--- config.mk ---
export PLATFORM = sky130hd
export DESIGN_NAME = reset_sequencer
export DESIGN_NICKNAME = d
export VERILOG_FILES = /design/src/rtl/reset_seq_pkg.sv /design/src/rtl/cycle_timer.sv /design/src/rtl/reset_sequencer.sv
export SDC_FILE = /design/constraint.sdc
export NUM_CORES = 1
export LEC_CHECK = 0
export CORE_ASPECT_RATIO = 1.2
export CORE_MARGIN = 8
export CORE_UTILIZATION = 30
export CTS_CLUSTER_DIAMETER = 100
export DETAILED_ROUTE_END_ITERATION = 8
export PLACE_DENSITY = 0.5
export SYNTH_ARGS = -nofsm -noshare
export SYNTH_HDL_FRONTEND = slang
export SYNTH_SLANG_ARGS = --single-unit
--- constraint.sdc ---
create_clock -name clk -period 2.41 [get_ports clk]
set_clock_uncertainty 0.2 [all_clocks]
set_input_delay 0.723 -clock clk [delete_from_list [all_inputs] [get_ports clk]]
set_output_delay 0.723 -clock clk [all_outputs]
set_load 0.005 [all_outputs]
--- src/rtl/reset_seq_pkg.sv ---
// Shared definitions for the staged reset sequencer: FSM state encoding,
// default timing constants and the stage-index width helper.
package reset_seq_pkg;

  typedef enum logic [2:0] {
    ST_HOLD     = 3'd0,
    ST_RELEASE  = 3'd1,
    ST_WAIT_ACK = 3'd2,
    ST_DELAY    = 3'd3,
    ST_DONE     = 3'd4,
    ST_ERROR    = 3'd5
  } seq_state_t;

  localparam int DEF_NUM_STAGES  = 3;
  localparam int DEF_HOLD_CYCLES = 16;
  localparam int DEF_STAGE_DELAY = 8;
  localparam int DEF_ACK_TIMEOUT = 255;
  localparam int CNT_W           = 8;

  function automatic int idx_width(input int n);
    return (n > 1) ? $clog2(n) : 1;
  endfunction

endpackage

--- src/rtl/cycle_timer.sv ---
// Saturating 8-bit cycle counter with clear, enable and an equality
// terminal-count compare against a caller-supplied last value.
module cycle_timer
  import reset_seq_pkg::*;
(
  input  logic             clk,
  input  logic             rst_n,
  input  logic             clr,
  input  logic             en,
  input  logic [CNT_W-1:0] last,
  output logic             tc
);

  logic [CNT_W-1:0] cnt;

  // clr together with en restarts the count with the current cycle already
  // counted, so a window can begin on the same edge that opens it.
  always_ff @(posedge clk or negedge rst_n) begin
    if (!rst_n) begin
      cnt <= '0;
    end else if (clr) begin
      cnt <= en ? CNT_W'(1) : '0;
    end else if (en && (cnt != {CNT_W{1'b1}})) begin
      cnt <= cnt + CNT_W'(1);
    end
  end

  assign tc = (cnt == last);

endmodule

--- src/rtl/reset_sequencer.sv ---
// Releases downstream reset stages one at a time, waiting for each stage's
// ack, with an ack timeout that parks the block in ERROR until a restart.
module reset_sequencer
  import reset_seq_pkg::*;
#(
  parameter int NUM_STAGES  = DEF_NUM_STAGES,
  parameter int HOLD_CYCLES = DEF_HOLD_CYCLES,
  parameter int STAGE_DELAY = DEF_STAGE_DELAY,
  parameter int ACK_TIMEOUT = DEF_ACK_TIMEOUT
) (
  input  logic                  clk,
  input  logic                  rst_n,
  input  logic                  power_on_reset,
  input  logic                  sw_reset_req,
  input  logic [NUM_STAGES-1:0] stage_ack,
  output logic [NUM_STAGES-1:0] stage_reset,
  output logic                  seq_done,
  output logic                  seq_error,
  output logic [2:0]            seq_state
);

  localparam int IDX_W = idx_width(NUM_STAGES);
  localparam logic [IDX_W-1:0] LAST_IDX   = IDX_W'(NUM_STAGES - 1);
  localparam logic [CNT_W-1:0] HOLD_LAST  = CNT_W'(HOLD_CYCLES - 1);
  localparam logic [CNT_W-1:0] ACK_LAST   = CNT_W'(ACK_TIMEOUT - 1);
  localparam logic [CNT_W-1:0] DELAY_LAST = CNT_W'(STAGE_DELAY - 1);

  seq_state_t       state;
  logic [IDX_W-1:0] idx;
  logic             restart;
  logic             ack_sel;
  logic             tmr_clr;
  logic             tmr_en;
  logic             tmr_tc;
  logic [CNT_W-1:0] tmr_last;

  function automatic logic [NUM_STAGES-1:0] stage_mask(input logic [IDX_W-1:0] sel);
    logic [NUM_STAGES-1:0] m;
    m = '0;
    for (int i = 0; i < NUM_STAGES; i++) begin
      if (sel == IDX_W'(i)) m[i] = 1'b1;
    end
    return m;
  endfunction

  assign restart   = power_on_reset | sw_reset_req;
  assign ack_sel   = |(stage_ack & stage_mask(idx));
  assign seq_state = state;

  // The ack edge counts as the first cycle of the inter-stage delay window.
  always_comb begin
    tmr_clr  = 1'b0;
    tmr_en   = 1'b0;
    tmr_last = HOLD_LAST;
    if (restart) begin
      tmr_clr = 1'b1;
    end else begin
      case (state)
        ST_HOLD: begin
          tmr_en   = 1'b1;
          tmr_last = HOLD_LAST;
        end
        ST_WAIT_ACK: begin
          tmr_en   = 1'b1;
          tmr_clr  = ack_sel;
          tmr_last = ACK_LAST;
        end
        ST_DELAY: begin
          tmr_en   = 1'b1;
          tmr_last = DELAY_LAST;
        end
        default: tmr_clr = 1'b1;
      endcase
    end
  end

  cycle_timer u_timer (
    .clk   (clk),
    .rst_n (rst_n),
    .clr   (tmr_clr),
    .en    (tmr_en),
    .last  (tmr_last),
    .tc    (tmr_tc)
  );

  always_ff @(posedge clk or negedge rst_n) begin
    if (!rst_n) begin
      state       <= ST_HOLD;
      idx         <= '0;
      stage_reset <= '1;
      seq_done    <= 1'b0;
      seq_error   <= 1'b0;
    end else if (restart) begin
      state       <= ST_HOLD;
      idx         <= '0;
      stage_reset <= '1;
      seq_done    <= 1'b0;
      seq_error   <= 1'b0;
    end else begin
      case (state)
        ST_HOLD: begin
          if (tmr_tc) begin
            state <= ST_RELEASE;
            idx   <= '0;
          end
        end
        ST_RELEASE: begin
          stage_reset <= stage_reset & ~stage_mask(idx);
          state       <= ST_WAIT_ACK;
        end
        ST_WAIT_ACK: begin
          // An ack in the timeout cycle still wins.
          if (ack_sel) begin
            if (idx == LAST_IDX) begin
              state    <= ST_DONE;
              seq_done <= 1'b1;
            end else if (DELAY_LAST == '0) begin
              idx   <= idx + IDX_W'(1);
              state <= ST_RELEASE;
            end else begin
              state <= ST_DELAY;
            end
          end else if (tmr_tc) begin
            state       <= ST_ERROR;
            seq_error   <= 1'b1;
            stage_reset <= '1;
          end
        end
        ST_DELAY: begin
          if (tmr_tc) begin
            idx   <= idx + IDX_W'(1);
            state <= ST_RELEASE;
          end
        end
        ST_DONE: begin
          seq_done    <= 1'b1;
          stage_reset <= '0;
        end
        ST_ERROR: begin
          seq_error   <= 1'b1;
          stage_reset <= '1;
        end
        default: begin
          state       <= ST_HOLD;
          idx         <= '0;
          stage_reset <= '1;
          seq_done    <= 1'b0;
          seq_error   <= 1'b0;
        end
      endcase
    end
  end

endmodule

# Word-level counts from Yosys, hierarchy flattened
# Index checks and enable logic that the tools add are counted.
# totals
register_bits	18
latch_bits	0
mem_bits_rw	0
mem_bits_ro	0
output_inout_bits	8
elab_cells	90
memories	0
# op_classes
addsub	2
multipliers	0
div_mod_pow	0
order_cmp	0
eq_ne	22
shifts	0
mux	40
n_bitwise	4
reduce_logical	16
# op_table
operator	count
3-bit two-way mux	8
8-bit two-way mux	3
3-bit case mux with 4 select lines	2
1-bit two-way mux	19
3-bit != test, second input constant	6
8-bit case mux with 2 select lines	1
3-bit AND reduction	5
4-bit OR reduction	3
2-bit by 1-bit != test with 1-bit output, second input constant	5
8-bit by 1-bit adder with 8-bit output, second input constant	1
8-bit == test	1
8-bit != test, second input constant	1
3-bit AND	2
3-bit by 2-bit == test with 1-bit output, second input constant	2
3-bit == test, second input constant	2
2-bit two-way mux	3
1-bit case mux with 3 select lines	2
2-bit case mux with 3 select lines	1
3-bit OR reduction	2
4-bit != test, second input constant	1
2-bit OR reduction	2
3-bit by 1-bit == test with 1-bit output, second input constant	1
3-bit logical NOT	1
3-bit by 1-bit != test with 1-bit output, second input constant	1
other kinds (9)	9

# Longest topological paths before layout
# Gate-level depths: netlist of run 1.
# depth
ltp_word	8
depth_mapped	6
mapped_depth_nobuf	6

# Hierarchy
# A second synthesis of run 1 with hierarchy kept.
# unflattened
cells_unflattened	143
area_unflattened_um2	1365.1
# by_module_without_submodules
mod	instances	cells_per_inst	area_per_inst_um2	seq_area_each_um2
reset_sequencer	1	80	757.0	254.0
cycle_timer	1	63	608.1	200.2

# Worst setup path after synthesis of run 1
# Ideal clock, no wire load.
# synth_path
path_type	input -> register
from	input stage_ack[2]
to	register state[0] (netlist: seq_state[0])
setup_time_ns	0.121
arrival_time_ns	2.109
required_time_ns	2.089
slack_ns	-0.020
cell_stages	4
n_path_buf	0
cell_sequence	a222oi_1 -> nand3_1 -> or3_1 -> a22o_1
# synth_between
elab_chain_len	5
elab_cells_between_ends	7
# synth_rtl
item	line_no	rtl
from (decl)	reset_sequencer.sv:15	input logic [NUM_STAGES-1:0] stage_ack,
3-bit AND (*)	reset_sequencer.sv:47	assign ack_sel = |(stage_ack & stage_mask(idx));
3-bit OR reduction (*)	reset_sequencer.sv:47	
3-bit two-way mux	reset_sequencer.sv:113	if (ack_sel) begin
3-bit case mux with 4 select lines	reset_sequencer.sv:100	case (state)
3-bit two-way mux	reset_sequencer.sv:93	end else if (restart) begin
to (signal assigned)	reset_sequencer.sv:94	state <= ST_HOLD;
to (signal assigned)	reset_sequencer.sv:103	state <= ST_RELEASE;
to (signal assigned)	reset_sequencer.sv:115	state <= ST_DONE;
to (decl)	reset_sequencer.sv:28	seq_state_t state;
# Mark *: on every way between the ends. The rest lies on a longest branch, timed or not.
# A chain may end at the register's enable or synchronous reset.

# Final worst setup path of run 1
# Same ends and word-level chain as after synthesis.

==> results of run 1 <==
-- sequential cells by signal, indices dropped and copies added, names as in the netlist --
name / count
seq_state: 3
u_timer.cnt: 8
seq_error: 1
idx: 2
seq_done: 1
stage_reset: 3
-- cells by family after synthesis --
family	after synthesis
buf+inv	9
compound gates	38
xor+xnor	2
flops	18
simple gates	63
fa+ha+maj	4
mux	4
-- Yosys cell counts, types with 2 or more instances --
master    instances  area [um^2]
mux2i_1           3         30.0
dfrtp_1          15          375
nor4_1            2         12.5
nand4_1           2         12.5
buf_6             3         33.8
clkbuf_1          2         7.51
nor3_1            7         35.0
and3b_1           2         17.5
o21ai_0           7         35.0
nand3_1           4         20.0
o31ai_1           4         30.0
nand2b_1          2         12.5
or3_1             2         12.5
inv_1             3         11.3
dfstp_2           3         78.8
nand2_1          11         41.3
a211oi_1          2         15.0
nor2_1           16         60.1
ha_1              4         50.1
a31oi_1           3         18.8
nor2b_1           2         12.5
a21oi_1           9         45.0
and3_1            4         25.0
a22o_1            2         17.5
-- critical path: stages --
cell	delay, ns
clkdlybuf4s50_1	0.40
a222oi_1	0.30
buf_4	0.19
nand3_1	0.07
or3_4	0.38
a22o_1	0.21
-- layer usage --
metal / part of all wire / wire length [um] / vias to the layer above
met5: 0 / 0 / -
met4: 0.0067 / 21 / 0
met3: 0.034 / 106 / 2
met2: 0.51 / 1600 / 12
met1: 0.45 / 1410 / 587
li1: - / - / 587
-- cell type report --
type	instances	area [um^2]
Clock buffer	4	45.0
Tap cell	54	67.6
Fill cell	412	2320
Timing Repair Buffer	36	305
Inverter	3	11.3
Multi-Input combinational cell	111	741
Sequential cell	18	454
-- metrics by stage --
step	area (um^2)	total power, mW	std cells	util
after floorplan	1240	0.367	138	-
after global placement	1570	0.418	222	0.397
after detailed placement	1570	0.419	222	0.397
after CTS	1610	0.645	226	0.409
after global routing	1620	0.672	226	0.412
final	1620	0.631	226	0.412
-- where the power goes --
group          leakage (nW)  total, mW  internal, mW  switching (mW)
registers             0.239      0.314         0.308         0.00580
clock network        0.0228      0.217         0.117          0.0994
logic                 0.416      0.101        0.0525          0.0487
-- timing repair --
| item | in CTS | in global routing |
|---|---|---|
| endpoints found under the setup margin | 0 | 3 |
| setup buffers | 0 | 0 |
| gates resized for setup | 0 | 3 |
| hold buffers | 0 | 0 |
-- path summary, 6_finish.rpt --
check	from	endpoint	slack (ns)	cells past startpoint
max	stage_ack[2]	seq_state[0]$_DFFE_PN0P_	0.08	6
min	stage_reset[2]$_DFFE_PN1P_	stage_reset[2]$_DFFE_PN1P_	0.29	2
max reg2reg	u_timer.cnt[4]$_DFFE_PN0P_	idx[0]$_DFFE_PN0P_	0.09	4
min reg2reg	stage_reset[2]$_DFFE_PN1P_	stage_reset[2]$_DFFE_PN1P_	0.29	2
max in group asynchronous	rst_n	idx[0]$_DFFE_PN0P_	0.89	2
min in group asynchronous	rst_n	seq_error$_DFFE_PN0P_	0.59	1
==> summary.md, run 1 <==
| Metric | Value |
|---|---|
| Outcome | `completed` |
| Max Cap Viol | `0` |
| Post-DR wirelength/cell | `13.9 um` |
| Vias in the first global route | `~1100` |
| Synth Area in Simple Gates | `0.275` |
| Layout area overhead | `31.5%` |
| Compound-gate portion of the synthesized area | `0.223` |
| Post-Route WL | `about 3100 um` |
| GR Layer Usage met3 | `0.0196` |
| Final min period | `approximately 2.3 ns` |
| Post-Syn Instances | `138` |
| Ratio of cells with drive above 1 in the final layout | `0.238` |
| Synth Cell Area | `approximately 1200 um^2` |
| Setup ws final | `between 0.08 and 0.09 ns` |
| Synthesized-area fraction occupied by adder cells | `0.0405` |
| Post-synthesis xor/xnor area fraction | `0.0142` |
| Setup crit start kind | `input port` |
| Full die area | `around 6400 um^2` |
| CTS Root Cell | `clkbuf_8` |
| Core area | `between 3000 and 4000 um^2` |
| Crit path capture type | `flip-flop` |
| Syn nets | `149` |
| Synth Flop Type | `dfrtp_1` |
| Met2 usage | `0.179` |
| Actual slew at the worst max-slew pin | `around 0.56 ns` |
| HPWL Detailed | `approximately 2500 um` |
| Peak VDD IR | `around 0.00015 V` |
| Pleak | `between 0.6 and 0.7 nW` |
| Starting Density | `0.313` |
| Global-route wire length before repair | `around 5200 um` |
| CP required | `around 2.4 ns` |
| Fmax | `between 400 and 500 MHz` |
| Congestion Overflow GR | `0` |
| Number of I/O pins | `15` |
| Clk Latency, worst-skew pair | `0.25 ns` |
| Largest family of logic cells by synthesized area | `simple AND/OR/NAND/NOR gates` |
| Antenna Cells | `0` |
| Fin crit share | `0.965` |
| Commonest cells after routing, fill and taps aside | `buf_4 (22), nor2_1 (15), dfrtp_1 (15), clkdlybuf4s50_1 (14), nand2_1 (11)` |
| First-pass iteration count of the detailed router | `4` |
| Syn. warnings | `0` |
| Crit path DAT | `2.27 ns` |
| Reg clk slew, reported paths | `0.07 ns` |
| Nets | `approximately 180` |
| FP Rows | `25` |
| Busiest grt layer | `met2` |
| Die height | `around 86 um` |
| Distinct cells, synth | `48` |
| Post-route ant nets | `0` |
| Clock Path Buffers | `2` |
| Via count | `around 1200` |
| RSZ-0062 raised after global routing | `yes` |
| Mux share of post-synthesis cell area | `0.0334` |
| Post-synth EDFFs | `0` |
| DIE WIDTH | `around 75 um` |
| Max H-tree Level | `1` |
| Fin Setup TNS | `0 ns` |
| PortBufs | `14` |
| FFs w/ async S/R, synth | `1.00` |
| GPL Wtd Cong | `approximately 0.82` |
| Mean Syn Cell Area | `just under 9 um^2` |
| Final setup vio count | `0` |
| Number of synthesized register bits | `18` |
| Final hold vios | `0` |
| Drc violations | `0` |
| WS Path Type | `input port to flip-flop` |
| Slew headroom | `0.622` |
| CTS tree | `built` |
| Fin. max-slew vios | `0` |
| Met1 usage | `0.116` |
| Initial antenna violation count | `0` |
| Total global-route track usage | `0.101` |
| Avg Vias per Cell | `5.26` |
| Sequential area share after synthesis | `0.368` |
| CTS buffer count | `3` |
| Clk sinks | `18` |
| Worst hold slack | `0.293 ns` |
| 1st-iter DRT viols | `50` |
| Min-Delay Path Class | `flip-flop to flip-flop` |
| Post-Place Worst Slack | `-0.212 ns` |
| Power Dens Cells | `slightly below 400 nW/um^2` |
| Most common cell after layout, fill and taps aside | `buf_4` |
| Largest net degree at the start of global routing | `16` |
| Critical Path Fanout Max | `4` |
Note: power is estimated with default switching activity, not from simulation.
==> inputs of run 2 (changes only) <==
- CORE_UTILIZATION: 30 -> 49
- PLACE_DENSITY: 0.5 -> 0.74
==> summary.md, run 2 (synthesis gave the netlist of run 1 again) <==
| Metric | Value |
|---|---|
| CP max stage delay | `0.47 ns (was 0.40 ns)` |
| Initial antenna violation count | `0 (unchanged)` |
| WS Path Type | `input port to flip-flop (unchanged)` |
| Total power | `609 uW (was 631 uW)` |
| Final Util | `0.627 (was 0.412)` |
| CP required | `2.42 ns (was 2.35 ns)` |
| Worst-path cell chain | `clkdlybuf4s50_1 -> or3_1 -> a311oi_2 -> buf_4 -> a211oi_1 -> a22o_1 (was clkdlybuf4s50_1 -> a222oi_1 -> buf_4 -> nand3_1 -> or3_4 -> a22o_1)` |
| CTS tree | `built (unchanged)` |
| Max H-tree Level | `1 (unchanged)` |
| Congestion Overflow GR | `0 (unchanged)` |
| Post-Route WL | `3010 um (was 3140 um)` |
| Pleak | `0.659 nW (was 0.679 nW)` |
| Reg clk slew, reported paths | `0.11 ns (was 0.07 ns)` |
| Slew headroom | `0.671 (was 0.622)` |
| Starting Density | `0.498 (was 0.313)` |
| Fin crit share | `0.971 (was 0.965)` |
| Number of I/O pins | `15 (unchanged)` |
| Clk sinks | `18 (unchanged)` |
| Outcome | `completed (unchanged)` |
| Fin. max-slew vios | `0 (unchanged)` |
| Setup crit start kind | `input port (unchanged)` |
| WP buf/inv | `2 (unchanged)` |
| RSZ-0062 raised after global routing | `no (was yes)` |
| Clk Latency, worst-skew pair | `0.31 ns (was 0.25 ns)` |
| Critical Path Fanout Max | `5 (was 4)` |
| Min-Delay Path Class | `flip-flop to flip-flop (unchanged)` |
| Power Dens Cells | `392 nW/um^2 (was 389 nW/um^2)` |
| DIE WIDTH | `61.8 um (was 74.6 um)` |
| Total global-route track usage | `0.152 (was 0.101)` |
| Antenna Cells | `0 (unchanged)` |
| Final min period | `2.34 ns (was 2.33 ns)` |
| Largest register FFs | `8 (unchanged)` |
| Hold Buf Count CTS | `0 (unchanged)` |
| Vias in the first global route | `1189 (was 1139)` |
| Full die area | `4390 um^2 (was 6430 um^2)` |
| Setup ws final | `0.0692 ns (was 0.0847 ns)` |
| Largest register by flop count | `u_timer.cnt (unchanged)` |
| First-pass iteration count of the detailed router | `5 (was 4)` |
| Post-route ant nets | `0 (unchanged)` |
| Combinational share of power | `0.160 (about the same)` |
| Post-DR wirelength/cell | `14.9 um (was 13.9 um)` |
| Largest net degree at the start of global routing | `18 (was 16)` |
| Most common cell after layout, fill and taps aside | `buf_4 (unchanged)` |
| Peak VDD IR | `0.000383 V (was 0.000153 V)` |
| R2r setup slk | `0.14 ns (was 0.09 ns)` |
| Fmax | `427 MHz (was 430 MHz)` |
| Final setup vio count | `0 (unchanged)` |
| Clock Path Buffers | `2 (unchanged)` |
| 1st-iter DRT viols | `37 (was 50)` |
| GPL Wtd Cong | `0.847 (was 0.823)` |
| Internal | `450 uW (was 478 uW)` |
| # fillers | `195 (was 412)` |
| CTS buffer count | `3 (unchanged)` |
| Ratio of cells with drive above 1 in the final layout | `0.213 (was 0.238)` |
| Max stage delay cell, worst path | `clkdlybuf4s50_1 (unchanged)` |
| Sw power | `160 uW (was 154 uW)` |
| HPWL Detailed | `2350 um (was 2470 um)` |
| Actual slew at the worst max-slew pin | `0.489 ns (was 0.562 ns)` |
| Crit path DAT | `2.35 ns (was 2.27 ns)` |
| Commonest cells after routing, fill and taps aside | `buf_4 (19), nor2_1 (16), dfrtp_1 (15), clkdlybuf4s50_1 (14), nand2_1 (11) (was buf_4 (22), nor2_1 (15), dfrtp_1 (15), clkdlybuf4s50_1 (14), nand2_1 (11))` |
| Post_cts resized | `0 (unchanged)` |
| Die height | `71.0 um (was 86.3 um)` |
| Clock network power share | `0.326 (was 0.343)` |
| Layout area overhead | `25.8% (was 31.5%)` |
| Post-Place Worst Slack | `-0.238 ns (was -0.212 ns)` |
| Seq pwr share | `0.514 (was 0.497)` |
| PortBufs | `14 (unchanged)` |
| Final hold vios | `0 (unchanged)` |
| Cell family with most CP delay | `buffers and inverters (unchanged)` |
| Area of the multi-input gates | `728 um^2 (was 741 um^2)` |
| Nets | `181 (was 184)` |
| Max Cap Viol | `0 (unchanged)` |
| Crit path capture type | `flip-flop (unchanged)` |
| Via count | `1187 (was 1188)` |
| CTS Root Cell | `clkbuf_4 (was clkbuf_8)` |
| FP Rows | `20 (was 25)` |
| Switch share | `0.262 (was 0.244)` |
| Avg Vias per Cell | `5.88 (was 5.26)` |
| Post-CTS Setup Repair Bufs | `0 (unchanged)` |
| Drc violations | `0 (unchanged)` |
| Register Area | `454 um^2 (unchanged)` |
| Worst hold slack | `0.310 ns (was 0.293 ns)` |
| Core area | `2480 um^2 (was 3940 um^2)` |
| Global-route wire length before repair | `5170 um (was 5190 um)` |
run 2: worst paths after layout:
path,start,depth (start not counted),end
max,sw_reset_req,6,seq_state[0]$_DFFE_PN0P_
min,stage_reset[2]$_DFFE_PN1P_,2,stage_reset[2]$_DFFE_PN1P_
max reg2reg,u_timer.cnt[4]$_DFFE_PN0P_,4,idx[0]$_DFFE_PN0P_
min reg2reg,stage_reset[2]$_DFFE_PN1P_,2,stage_reset[2]$_DFFE_PN1P_
max in group asynchronous,rst_n,2,idx[1]$_DFFE_PN0P_
min in group asynchronous,rst_n,1,seq_state[0]$_DFFE_PN0P_
run 2: layer usage:
layer	vias to the layer above	GRT usage	routed length [um]
met5	-	0	0
met1	565	0.169	1170
met4	0	0.0761	91
met3	8	0.0272	183
met2	33	0.258	1560
li1	581	-	-
run 2: power by group through the flow:
stage	Clock, mW	Sequential, mW	Combinational (mW)
after global routing	0.218	0.314	0.106
after floorplan	0	0.320	0.0475
after detailed placement	0	0.318	0.0974
after global placement	0	0.318	0.0943
after CTS	0.203	0.313	0.0982
final	0.199	0.313	0.0975
run 2: final cells by class:
cell class              instances  area share
clock buffers                   4      0.0233
inverters                       3     0.00725
multi-input cells             111       0.469
flip-flops and latches         18       0.292
well taps                      33      0.0266
repair buffers                 33       0.182
run 2: worst reg2reg max path: cells and delay by family, from the launching register on:
kind            cells  cell delay [ns]
simple gates        2             0.74
flops               1             0.48
compound gates      1             0.38
mux                 1             0.37
run 2: metrics by stage:
step,instances,instance area (um^2),setup TNS (ns)
after floorplan,138,1240,0
after global placement,198,1520,-2.18
after detailed placement,198,1520,-2.75
after CTS,202,1550,0
after global routing,202,1550,0
final,202,1550,0
